[config.mk]
export PLATFORM = sky130hd
export DESIGN_NAME = cache_tag_init_ctrl
export DESIGN_NICKNAME = d
export VERILOG_FILES = /design/src/rtl/cache_tag_init_ctrl.sv
export SDC_FILE = /design/constraint.sdc
export NUM_CORES = 1
export LEC_CHECK = 0
export ABC_AREA = 1
export BUFFER_PORTS_ARGS = -buffer_cell sky130_fd_sc_hd__buf_2
export CAP_MARGIN = 20
export CORE_AREA = 2 2 39 41
export CTS_CLUSTER_DIAMETER = 150
export DETAILED_ROUTE_END_ITERATION = 8
export DIE_AREA = 0 0 41 43
export GPL_TIMING_DRIVEN = 1
export PLACE_DENSITY = 0.81
export RECOVER_POWER = 100
export SLEW_MARGIN = 20
export SYNTH_ARGS = -nofsm -noshare
export SYNTH_HDL_FRONTEND = slang
export SYNTH_SLANG_ARGS = --single-unit
[constraint.sdc]
create_clock -name clk -period 2.2 [get_ports clk]
set_input_delay 0.55 -clock clk [delete_from_list [all_inputs] [get_ports clk]]
set_output_delay 0.55 -clock clk [all_outputs]
set_load 0.01 [all_outputs]
[src/rtl/cache_tag_init_ctrl.sv]
// cache_tag_init_ctrl
//   Sequencer for the init/flush walk of one cache bank's tag store. After reset it
//   invalidates every line. Afterwards it serves flush requests over a valid/ready
//   handshake. For each flush it drains the bank pipeline, invalidates all lines and
//   then returns a completion response carrying the request tag.
//
// Ports
//   clk              clock
//   reset            asynchronous, active-high reset
//   stall            bank pipeline stall, freezes the walk
//   pipe_empty       bank pipeline and MSHR are empty
//   flush_req_valid  flush request
//   flush_req_tag    request identifier
//   flush_req_ready  flush accepted (only while idle)
//   flush_rsp_valid  flush complete
//   flush_rsp_tag    identifier of the completed flush
//   flush_rsp_ready  response consumed
//   init             tag-store invalidate strobe for the current line
//   init_line_sel    line index being invalidated
//   busy             core requests must not enter the bank
//
// Optional feature (macro CACHE_INIT_PERF_EN)
//   perf_flushes      completed flush handshakes, saturating
//   perf_init_cycles  cycles spent in drain/init/response, saturating
module cache_tag_init_ctrl #(
    parameter int unsigned CACHE_SIZE = 1024,
    parameter int unsigned LINE_SIZE  = 16,
    parameter int unsigned NUM_BANKS  = 1,
    parameter int unsigned NUM_WAYS   = 1,
    parameter int unsigned TAG_WIDTH  = 1,
    localparam int unsigned LINES     = CACHE_SIZE / (LINE_SIZE * NUM_BANKS * NUM_WAYS),
    localparam int unsigned SEL_BITS  = (LINES > 1) ? $clog2(LINES) : 1
) (
    input  logic                 clk,
    input  logic                 reset,
    input  logic                 stall,
    input  logic                 pipe_empty,
    input  logic                 flush_req_valid,
    input  logic [TAG_WIDTH-1:0] flush_req_tag,
    output logic                 flush_req_ready,
    output logic                 flush_rsp_valid,
    output logic [TAG_WIDTH-1:0] flush_rsp_tag,
    input  logic                 flush_rsp_ready,
    output logic                 init,
    output logic [SEL_BITS-1:0]  init_line_sel,
    output logic                 busy
`ifdef CACHE_INIT_PERF_EN
    ,
    output logic [31:0]          perf_flushes,
    output logic [31:0]          perf_init_cycles
`endif
);

    // The last line is found by comparison, not by wrap-around, so LINES need not be a
    // power of two.
    localparam logic [SEL_BITS-1:0] LastLine = SEL_BITS'(LINES - 1);

    typedef enum logic [1:0] {
        StInit,
        StIdle,
        StDrain,
        StRsp
    } state_e;

    state_e                state_q, state_d;
    logic [SEL_BITS-1:0]   cnt_q, cnt_d;
    logic                  is_flush_q, is_flush_d;
    logic [TAG_WIDTH-1:0]  tag_q, tag_d;

    always_ff @(posedge clk or posedge reset) begin
        if (reset) begin
            state_q    <= StInit;
            cnt_q      <= '0;
            is_flush_q <= 1'b0;
            tag_q      <= '0;
        end else begin
            state_q    <= state_d;
            cnt_q      <= cnt_d;
            is_flush_q <= is_flush_d;
            tag_q      <= tag_d;
        end
    end

    always_comb begin
        state_d         = state_q;
        cnt_d           = cnt_q;
        is_flush_d      = is_flush_q;
        tag_d           = tag_q;
        init            = 1'b0;
        flush_req_ready = 1'b0;
        flush_rsp_valid = 1'b0;
        flush_rsp_tag   = '0;
        busy            = 1'b1;

        unique case (state_q)
            StInit: begin
                if (!stall) begin
                    init = 1'b1;
                    if (cnt_q == LastLine) begin
                        cnt_d   = '0;
                        state_d = is_flush_q ? StRsp : StIdle;
                    end else begin
                        cnt_d = cnt_q + 1'b1;
                    end
                end
            end
            StIdle: begin
                busy            = 1'b0;
                flush_req_ready = 1'b1;
                if (flush_req_valid) begin
                    tag_d      = flush_req_tag;
                    is_flush_d = 1'b1;
                    state_d    = StDrain;
                end
            end
            StDrain: begin
                if (pipe_empty) begin
                    cnt_d   = '0;
                    state_d = StInit;
                end
            end
            StRsp: begin
                flush_rsp_valid = 1'b1;
                flush_rsp_tag   = tag_q;
                if (flush_rsp_ready) begin
                    is_flush_d = 1'b0;
                    state_d    = StIdle;
                end
            end
            default: begin
                state_d = StInit;
                cnt_d   = '0;
            end
        endcase

        // The state already sits in StInit while reset is held; suppress the strobe so
        // no line is written before the walk really starts.
        if (reset) begin
            init = 1'b0;
        end
    end

    assign init_line_sel = cnt_q;

`ifdef CACHE_INIT_PERF_EN
    logic [31:0] perf_flushes_q, perf_init_cycles_q;

    always_ff @(posedge clk or posedge reset) begin
        if (reset) begin
            perf_flushes_q     <= '0;
            perf_init_cycles_q <= '0;
        end else begin
            if (state_q == StRsp && flush_rsp_ready && perf_flushes_q != '1) begin
                perf_flushes_q <= perf_flushes_q + 32'd1;
            end
            if (state_q != StIdle && perf_init_cycles_q != '1) begin
                perf_init_cycles_q <= perf_init_cycles_q + 32'd1;
            end
        end
    end

    assign perf_flushes     = perf_flushes_q;
    assign perf_init_cycles = perf_init_cycles_q;
`endif

endmodule

==> metrics.sh, run 1 <==
RUN_STATUS='finished clean'
CP_DATA_ARRIVAL_TIME_NS=1.37
CTS.SINK_COUNT=10
INTERNAL-POWER_mW=0.536
DIE-HEIGHT_UM=43
DRT_PASS1_ITERATIONS=5
RELATIVE_SLEW_SLACK_PCT=64.2
DRT-VIAS-PER-INSTANCE=4.92
DRC=0
PIN_COUNT=18
CELL_LEAKAGE_POWER_nW=0.445
MAX_SLEW.WORST_PIN.SLEW_NS=0.538
LAYOUT.NETS=125
GRT_PASS1_WL_MM=1.98
DIEWIDTH_UM=41
SYNTH_NETS=102
NETLIST_INSTANCES=89
CLOCK_SKEW_NS=0.00881
CORE_AREA_UM2=1380
YOSYS.AREA.TOP_TYPE_SHARE_PCT=37.5
ANTENNA-DIODE-COUNT=0
CTS_MADE_BUFFERS=3
GRT_PASS1_VIAS=538
ANTENNA_VIOLATIONS_BEFORE_REPAIR=0
CTS.CLK_SLEW.WORST_PATHS_NS=0.07
OVERALL_POWER_OF_THE_COMPLETED_LAYOUT_mW=1.03
CP_MAX_FO=4
GLOBALROUTETOTALUTIL_PCT=17.1
SWITCHING_SHARE_PCT=48.2
TIMING.FINAL.HOLD_VIOLATIONS=0
EFFECTIVE_UTILIZATION_AT_FLOORPLAN_PCT=48.2
DRIVE_GT1_SHARE_PCT=13.6
SYNTH.TOP_CELLS.BY_AREA='dfrtp_1, ha_1, inv_1'
FINAL_REPORT_MAX_SLEW_VIOLATION_COUNT=0
SETUP_TOTAL_NEGATIVE_SLACK_NS=0
SYNTH_LARGEST_AREA_CELL='dfrtp_1'
SETUP_CP_TYPE='register to output port'
SYNTH_CELL_TYPE_COUNT=14
SYNTH_FF_TYPE='dfrtp_1'
MIN_PATH_TYPE='input pin to async pin'
CLOCK_LATENCY_NS=0.28
CRITICAL_PATH.STARTPOINT_TYPE='register'
SYNTH_SEQ_CELLS=10
ANTENNA_LEFT=0
YOSYS_WARNINGS=0
GRT_OVERFLOW_TOTAL=0
SHARE_CLK_OF_TOTAL_POWER_PCT=12.3
CTS_POST_SETUP_BUFFERS_INSERTED=0
PLACE_WS_NS=0.613
FLOW.AREA_GROWTH_FROM_SYNTHESIS_PCT=16.5
SHARE_COMB_OF_TOTAL_POWER_PCT=53.6
CLK_ROOT_BUFFER_CELL='clkbuf_4'
CLOCKBUFFERDEPTH=2
PLACEMENTROWS=14
TIMING.REG2REG.WORST_PATH_DEPTH=8
GRT_START_MAX_NET_PINS=11
NETLIST_AREA_UM2=667
LAYOUT.CORE_UTILIZATION_PCT=56.1
HOLDWS_NS=0.413
GRT_SETUP_UNREPAIRED='no'
TIMING.FINAL.SETUP_VIOLATIONS=0
HTREEDEPTH=1
ROUTABILITYCONGESTION=0.740
YOSYS-TOP-CELLS-COUNT='inv_1, nand2_1, dfrtp_1, nor2_1'
POWERDENSITY_nW_PER_UM2=1330
PORTBUFFERS=17
TIMING.FINAL.CRIT_PERIOD_NS=1.92
CP.REQUIRED_NS=1.65
NET-SWITCHING-POWER_mW=0.499
WIRE_PER_INST_UM=10.2
MAX-VDD-IR-DROP_mV=0.616
FP.DIEAREA_UM2=1760
ASYNC_RESET_FF_SHARE_PCT=100
FILLER_CELL_COUNT=140
DRTITER0DRC=10
FINALCRITPERIODSHARE_PCT=87.4
POST-DP-HPWL_MM=1.03
MAX_FREQ_MHz=520
DETAIL_ROUTE.WIRELENGTH_MM=1.29
TRITONCTS_CLOCK_TREE='yes'
P_SEQ_SHARE_PCT=34.0
CTSHOLDBUFFERS=0
YS_SEQ_AREA_SHARE_PCT=37.5
SYNTH_ENABLE_FLOP_CELLS=0
VIA_COUNT=620
SETUP_WS_NS=0.276
CTS.REPAIR.RESIZED=0
CRITICAL_PATH_END_TYPE='output port'
TIMING.MAX_CAP.VIOLATIONS=0
REGTOREGSETUPSLACK_NS=0.46
SYN_AREA_PER_CELL_UM2=7.49
==> area by class of cell <==
type | count | area (um2) | area share, %
clock buffer | 3 | 22.5 | 2.90
multi-input combinational | 60 | 338 | 43.5
tap | 16 | 20.0 | 2.58
timing repair buffer | 18 | 75.1 | 9.66
sequential | 10 | 250 | 32.2
inverter | 19 | 71.3 | 9.18
==> metal layers <==
layer	vias up	routed length [um]	global-route usage, %
li1	319	-	-
met1	276	543	18.3
met2	22	642	29.1
met3	3	71	4.71
met4	0	29	8.00
met5	-	0	0
==> worst max-delay path, cell delays in order, from the launching register on <==
cell	delay (ns)
dfrtp_1	0.41
inv_1	0.12
ha_1	0.24
nand2_1	0.07
nor2_1	0.09
clkbuf_1	0.16
==> path summary, 6_finish.rpt <==
path / from / end
max in group asynchronous: reset / is_flush_q
worst min register to register: tag_q / tag_q
worst max-delay path: state_q[1] / init
worst max register to register: state_q[0] / init_line_sel[2]
worst min-delay path: reset / state_q[1]
min in group clk: flush_req_tag / tag_q
==> registers in the layout, summed over array words and instances, names as in the netlist <==
signal         flops
init_line_sel      6
state_q            2
is_flush_q         1
tag_q              1
==> cell usage in the layout, fill, tap and decap left out, types with 3 or more instances in the layout <==
cell type / count
nor2_1: 8
clkbuf_1: 12
nand4_1: 3
buf_2: 6
o21ai_0: 9
clkbuf_4: 3
inv_1: 19
nand2_1: 19
dfrtp_1: 10
nand3_1: 6
a21oi_1: 3
nand2_2: 3
ha_1: 6
==> kinds of logic after synthesis <==
logic type	share of synthesized area, %
adder cells (fa/ha/maj)	11.3
flip-flops	37.5
AO/OA/AOI/OAI	9.00
AND/OR/NAND/NOR	29.8
multiplexers	1.69
buffers and inverters	10.7
==> through the flow <==
stage | instances | instance area [um2]
finish | 126 | 777
global route | 126 | 777
CTS | 126 | 802
detailed placement | 123 | 779
global placement | 123 | 779
floorplan | 89 | 667
==> power groups by stage <==
stage / Sequential, mW / Clock (mW) / Combinational [mW]
after floorplan: 0.366 / 0 / 0.420
after global placement: 0.348 / 0 / 0.586
after detailed placement: 0.353 / 0 / 0.610
after CTS: 0.349 / 0.131 / 0.614
after global routing: 0.361 / 0.141 / 0.652
final: 0.352 / 0.128 / 0.555
(Power assumes the default switching activity.)
==> run 2: changes to the inputs <==
ABC_AREA = default   (was 1)
PLACE_DENSITY = 0.8   (was 0.81)
==> run 2 against run 1 <==
  * Final area down 2.3%
  * Hold slack lost 0.18 ns
  * Worst setup slack lost 0.13 ns
  * Sequential share of layout area grew 0.74 points
  * Final cell count shrank 16%
  * Non-clock buffer count is 1 lower
  * Largest power group unchanged
==> metrics.sh, run 2 <==
SETUP_TOTAL_NEGATIVE_SLACK_NS=0  # unchanged
GRT_OVERFLOW_TOTAL=0  # unchanged
POST_SYNTH_FA_HA_MAJ_AREA_FRACTION_PCT=11.5  # was 11.3%
SHARE_CLK_OF_TOTAL_POWER_PCT=15.7  # was 12.3%
POST-DP-HPWL_MM=1.01  # was 1.03 mm
SYNTH_NETS=83  # was 102
SYN_AREA_PER_CELL_UM2=9.35  # was 7.49 um2
CP_MAX_FO=6  # was 4
YOSYS-TOP-CELLS-COUNT='nand2_1, dfrtp_1, ha_1, inv_1'  # was inv_1, nand2_1, dfrtp_1, nor2_1
NETLIST_AREA_UM2=654  # was 667 um2
SYNTH.TOP_CELLS.BY_AREA='dfrtp_1, ha_1, nand2_1'  # was dfrtp_1, ha_1, inv_1
GRT_PASS1_WL_MM=2.10  # was 1.98 mm
FINAL_REPORT_MAX_SLEW_VIOLATION_COUNT=0  # unchanged
SHARE_COMB_OF_TOTAL_POWER_PCT=51.9  # was 53.6%
SYNTH_FF_TYPE='dfrtp_1'  # unchanged
DRTITER0DRC=19  # was 10
DRIVE_GT1_SHARE_PCT=13.3  # was 13.6%
MAX_FREQ_MHz=486  # was 520 MHz
TIMING.FINAL.CRIT_PERIOD_NS=2.06  # was 1.92 ns
FLOW.AREA_GROWTH_FROM_SYNTHESIS_PCT=16.1  # was 16.5%
CLOCK_SKEW_NS=0.00418  # was 0.00881 ns
NETLIST_INSTANCES=70  # was 89
YOSYS_WARNINGS=0  # unchanged
MAIN_COMBINATIONAL_CELL_FAMILY_BY_AREA_AFTER_SYNTHESIS='simple AND/OR/NAND/NOR gates'  # unchanged
CTS.SINK_COUNT=10  # unchanged
CRITICAL_PATH_BUF_INV_COUNT=2  # unchanged
GRT_START_MAX_NET_PINS=11  # unchanged
SETUP_CP_TYPE='register to output port'  # unchanged
CRITPATHTOPFAMILY='flip-flops'  # unchanged
RUN_STATUS='finished clean'  # unchanged
OVERALL_POWER_OF_THE_COMPLETED_LAYOUT_mW=1.08  # was 1.03 mW
FP.DIEAREA_UM2=1760  # unchanged
DRT_PASS1_ITERATIONS=4  # was 5
TIMING.MAX_CAP.VIOLATIONS=0  # unchanged
GLOBALROUTETOTALUTIL_PCT=17.9  # was 17.1%
SYNTH_CELL_TYPE_COUNT=27  # was 14
SYNTH_ENABLE_FLOP_CELLS=0  # unchanged
LAYOUT.CORE_UTILIZATION_PCT=54.9  # was 56.1%
CRIT_PATH_MAX_INCR_DELAY_NS=0.40  # was 0.41 ns
CLOCK_LATENCY_NS=0.27  # was 0.28 ns
SYNTH_XOR_AREA_SHARE_PCT=0  # unchanged
SYNTH_SEQ_CELLS=10  # unchanged
GRT_SETUP_UNREPAIRED='no'  # unchanged
POST_SYNTH_MUX_AREA_SHARE_PCT=6.31  # was 1.69%
SWITCHING_SHARE_PCT=44.6  # was 48.2%
CLOCKBUFFERDEPTH=2  # unchanged
MAX-VDD-IR-DROP_mV=0.560  # was 0.616 mV
WIRE_PER_INST_UM=12.8  # was 10.2 um
TRITONCTS_CLOCK_TREE='yes'  # unchanged
POWERDENSITY_nW_PER_UM2=1420  # was 1330 nW/um2
LAYOUT.NETS=104  # was 125
ANTENNA_LEFT=0  # unchanged
CRITICAL_PATH_END_TYPE='output port'  # unchanged
SYNTH_SIMPLE_GATE_AREA_SHARE_PCT=21.8  # was 29.8%
CTSHOLDBUFFERS=0  # unchanged
ROUTABILITYCONGESTION=0.747  # was 0.740
SYNTH_LARGEST_AREA_CELL='dfrtp_1'  # unchanged
WL_MET2_UM=692  # was 642 um
EFFECTIVE_UTILIZATION_AT_FLOORPLAN_PCT=47.3  # was 48.2%
DIE-HEIGHT_UM=43  # unchanged
ROUTE.MET3.WL_UM=68  # was 71 um
WORSTPATHCELLLIST='inv_1 > ha_1 > nor3b_1 > clkbuf_1'  # was inv_1 > ha_1 > nand2_1 > nor2_1 > clkbuf_1
CLK_ROOT_BUFFER_CELL='clkbuf_4'  # unchanged
INTERNAL-POWER_mW=0.600  # was 0.536 mW
CP_DATA_ARRIVAL_TIME_NS=1.51  # was 1.37 ns
ANTENNA_VIOLATIONS_BEFORE_REPAIR=0  # unchanged
TIMING.FINAL.SETUP_VIOLATIONS=0  # unchanged
FILLER_CELL_COUNT=135  # was 140
FINALCRITPERIODSHARE_PCT=93.5  # was 87.4%
HOLDWS_NS=0.237  # was 0.413 ns
MAX_REG_FLOPS=6  # unchanged
CELL_LEAKAGE_POWER_nW=0.371  # was 0.445 nW
MAX_SLEW.WORST_PIN.SLEW_NS=0.618  # was 0.538 ns
TIMING.FINAL.HOLD_VIOLATIONS=0  # unchanged
TOPROUTINGLAYERUSED='met4'  # unchanged
GRT_PASS1_VIAS=516  # was 538
DETAIL_ROUTE.WIRELENGTH_MM=1.36  # was 1.29 mm
CRITICAL-PATH-SLOWEST-CELL='dfrtp_1'  # unchanged
DETAIL_ROUTE.WIRELENGTH.MET1_UM=565  # was 543 um
NET-SWITCHING-POWER_mW=0.482  # was 0.499 mW
DIEWIDTH_UM=41  # unchanged
YOSYS.AREA.TOP_TYPE_SHARE_PCT=38.2  # was 37.5%
DRC=0  # unchanged
HTREEDEPTH=1  # unchanged
P_SEQ_SHARE_PCT=32.4  # was 34.0%
MIN_PATH_TYPE='input pin to async pin'  # unchanged
CTS.REPAIR.RESIZED=0  # unchanged
CP.REQUIRED_NS=1.65  # about the same
CRITICAL_PATH.STARTPOINT_TYPE='register'  # unchanged
RELATIVE_SLEW_SLACK_PCT=58.6  # was 64.2%
ASYNC_RESET_FF_SHARE_PCT=100  # unchanged
ANTENNA-DIODE-COUNT=0  # unchanged
DRT-VIAS-PER-INSTANCE=5.48  # was 4.92
PORTBUFFERS=17  # unchanged
SYNTH_COMPOUND_AREA_SHARE_PCT=17.0  # was 9.01%
MOST_NUMEROUS_CELL_IN_THE_YOSYS_NETLIST='nand2_1'
CTS_POST_SETUP_BUFFERS_INSERTED=0  # unchanged
CTS_MADE_BUFFERS=3  # unchanged
CTS.CLK_SLEW.WORST_PATHS_NS=0.07  # about the same
YS_SEQ_AREA_SHARE_PCT=38.2  # was 37.5%
CORE_AREA_UM2=1380  # unchanged
COMMONEST_NON_FILL_NON_TAP_CELLS_IN_THE_LAYOUT='nand2_1, clkbuf_1, dfrtp_1, inv_1, ha_1'  # was inv_1, nand2_1, clkbuf_1, dfrtp_1, o21ai_0
VIA_COUNT=581  # was 620
PLACEMENTROWS=14  # unchanged
PIN_COUNT=18  # unchanged
[run 2: changes by cell type after synthesis, moves of 3 or more]
cell     delta
inv_1      -13
nand2_1     -7
nor2_1      -5
mux2i_1     +3
nand2_2     -3
nand4_1     -3
[run 2: layout make-up]
| type | count | area (um2) | share of cell area, % |
|---|---|---|---|
| sequential | 10 | 250 | 32.9 |
| tap | 16 | 20.0 | 2.64 |
| inverter | 6 | 22.5 | 2.97 |
| timing repair buffer | 17 | 70.1 | 9.23 |
| multi-input combinational | 53 | 360 | 47.4 |
| clock buffer | 4 | 36.3 | 4.78 |
[run 2: worst register-to-register path: cells and delay by family, from the launching register on]
| family | cells | cell delay, ns |
|---|---|---|
| flip-flops | 1 | 0.40 |
| adder cells (fa/ha/maj) | 1 | 0.36 |
| AO/OA/AOI/OAI | 1 | 0.30 |
| buffers and inverters | 1 | 0.12 |
| AND/OR/NAND/NOR | 2 | 0.67 |
[run 2: worst paths after layout]
path	from	cells after the start	endpoint	slack [ns]
setup / recovery	state_q[1]	4	init	0.14
hold / removal	reset	2	init_line_sel[2]	0.24
setup reg to reg	state_q[0]	5	init_line_sel[5]	0.28
hold reg to reg	tag_q	1	tag_q	0.50
max in group asynchronous	reset	2	tag_q	1.69
min in group clk	tag_q	1	tag_q	0.50
[run 2: cells by family after synthesis]
kind of cell	count (synthesis)
AND/OR/NAND/NOR	27
multiplexers	4
flip-flops	10
adder cells (fa/ha/maj)	6
buffers and inverters	7
AO/OA/AOI/OAI	16
[run 2: power groups by stage]
stage,logic [mW],registers (mW),clock network (mW)
2_1_floorplan,0.437,0.352,0
3_3_place_gp,0.573,0.345,0
3_5_place_dp,0.596,0.349,0
4_1_cts,0.600,0.346,0.173
5_1_grt,0.639,0.359,0.180
6_report,0.561,0.351,0.170
[run 2: through the flow]
stage	std cells	setup WS, ns	instance area [um2]
finish	106	0.142	759
CTS	106	0.128	785
floorplan	70	0.520	654
global placement	102	0.459	748
detailed placement	102	0.370	748
global route	106	0.0363	759
[run 2: per-layer routing]
layer  track usage [%]  vias to the layer above
met5                 0                        -
met4              10.0                        0
met3              4.71                        4
met2              30.0                       20
met1              18.7                      273
li1                  -                      284
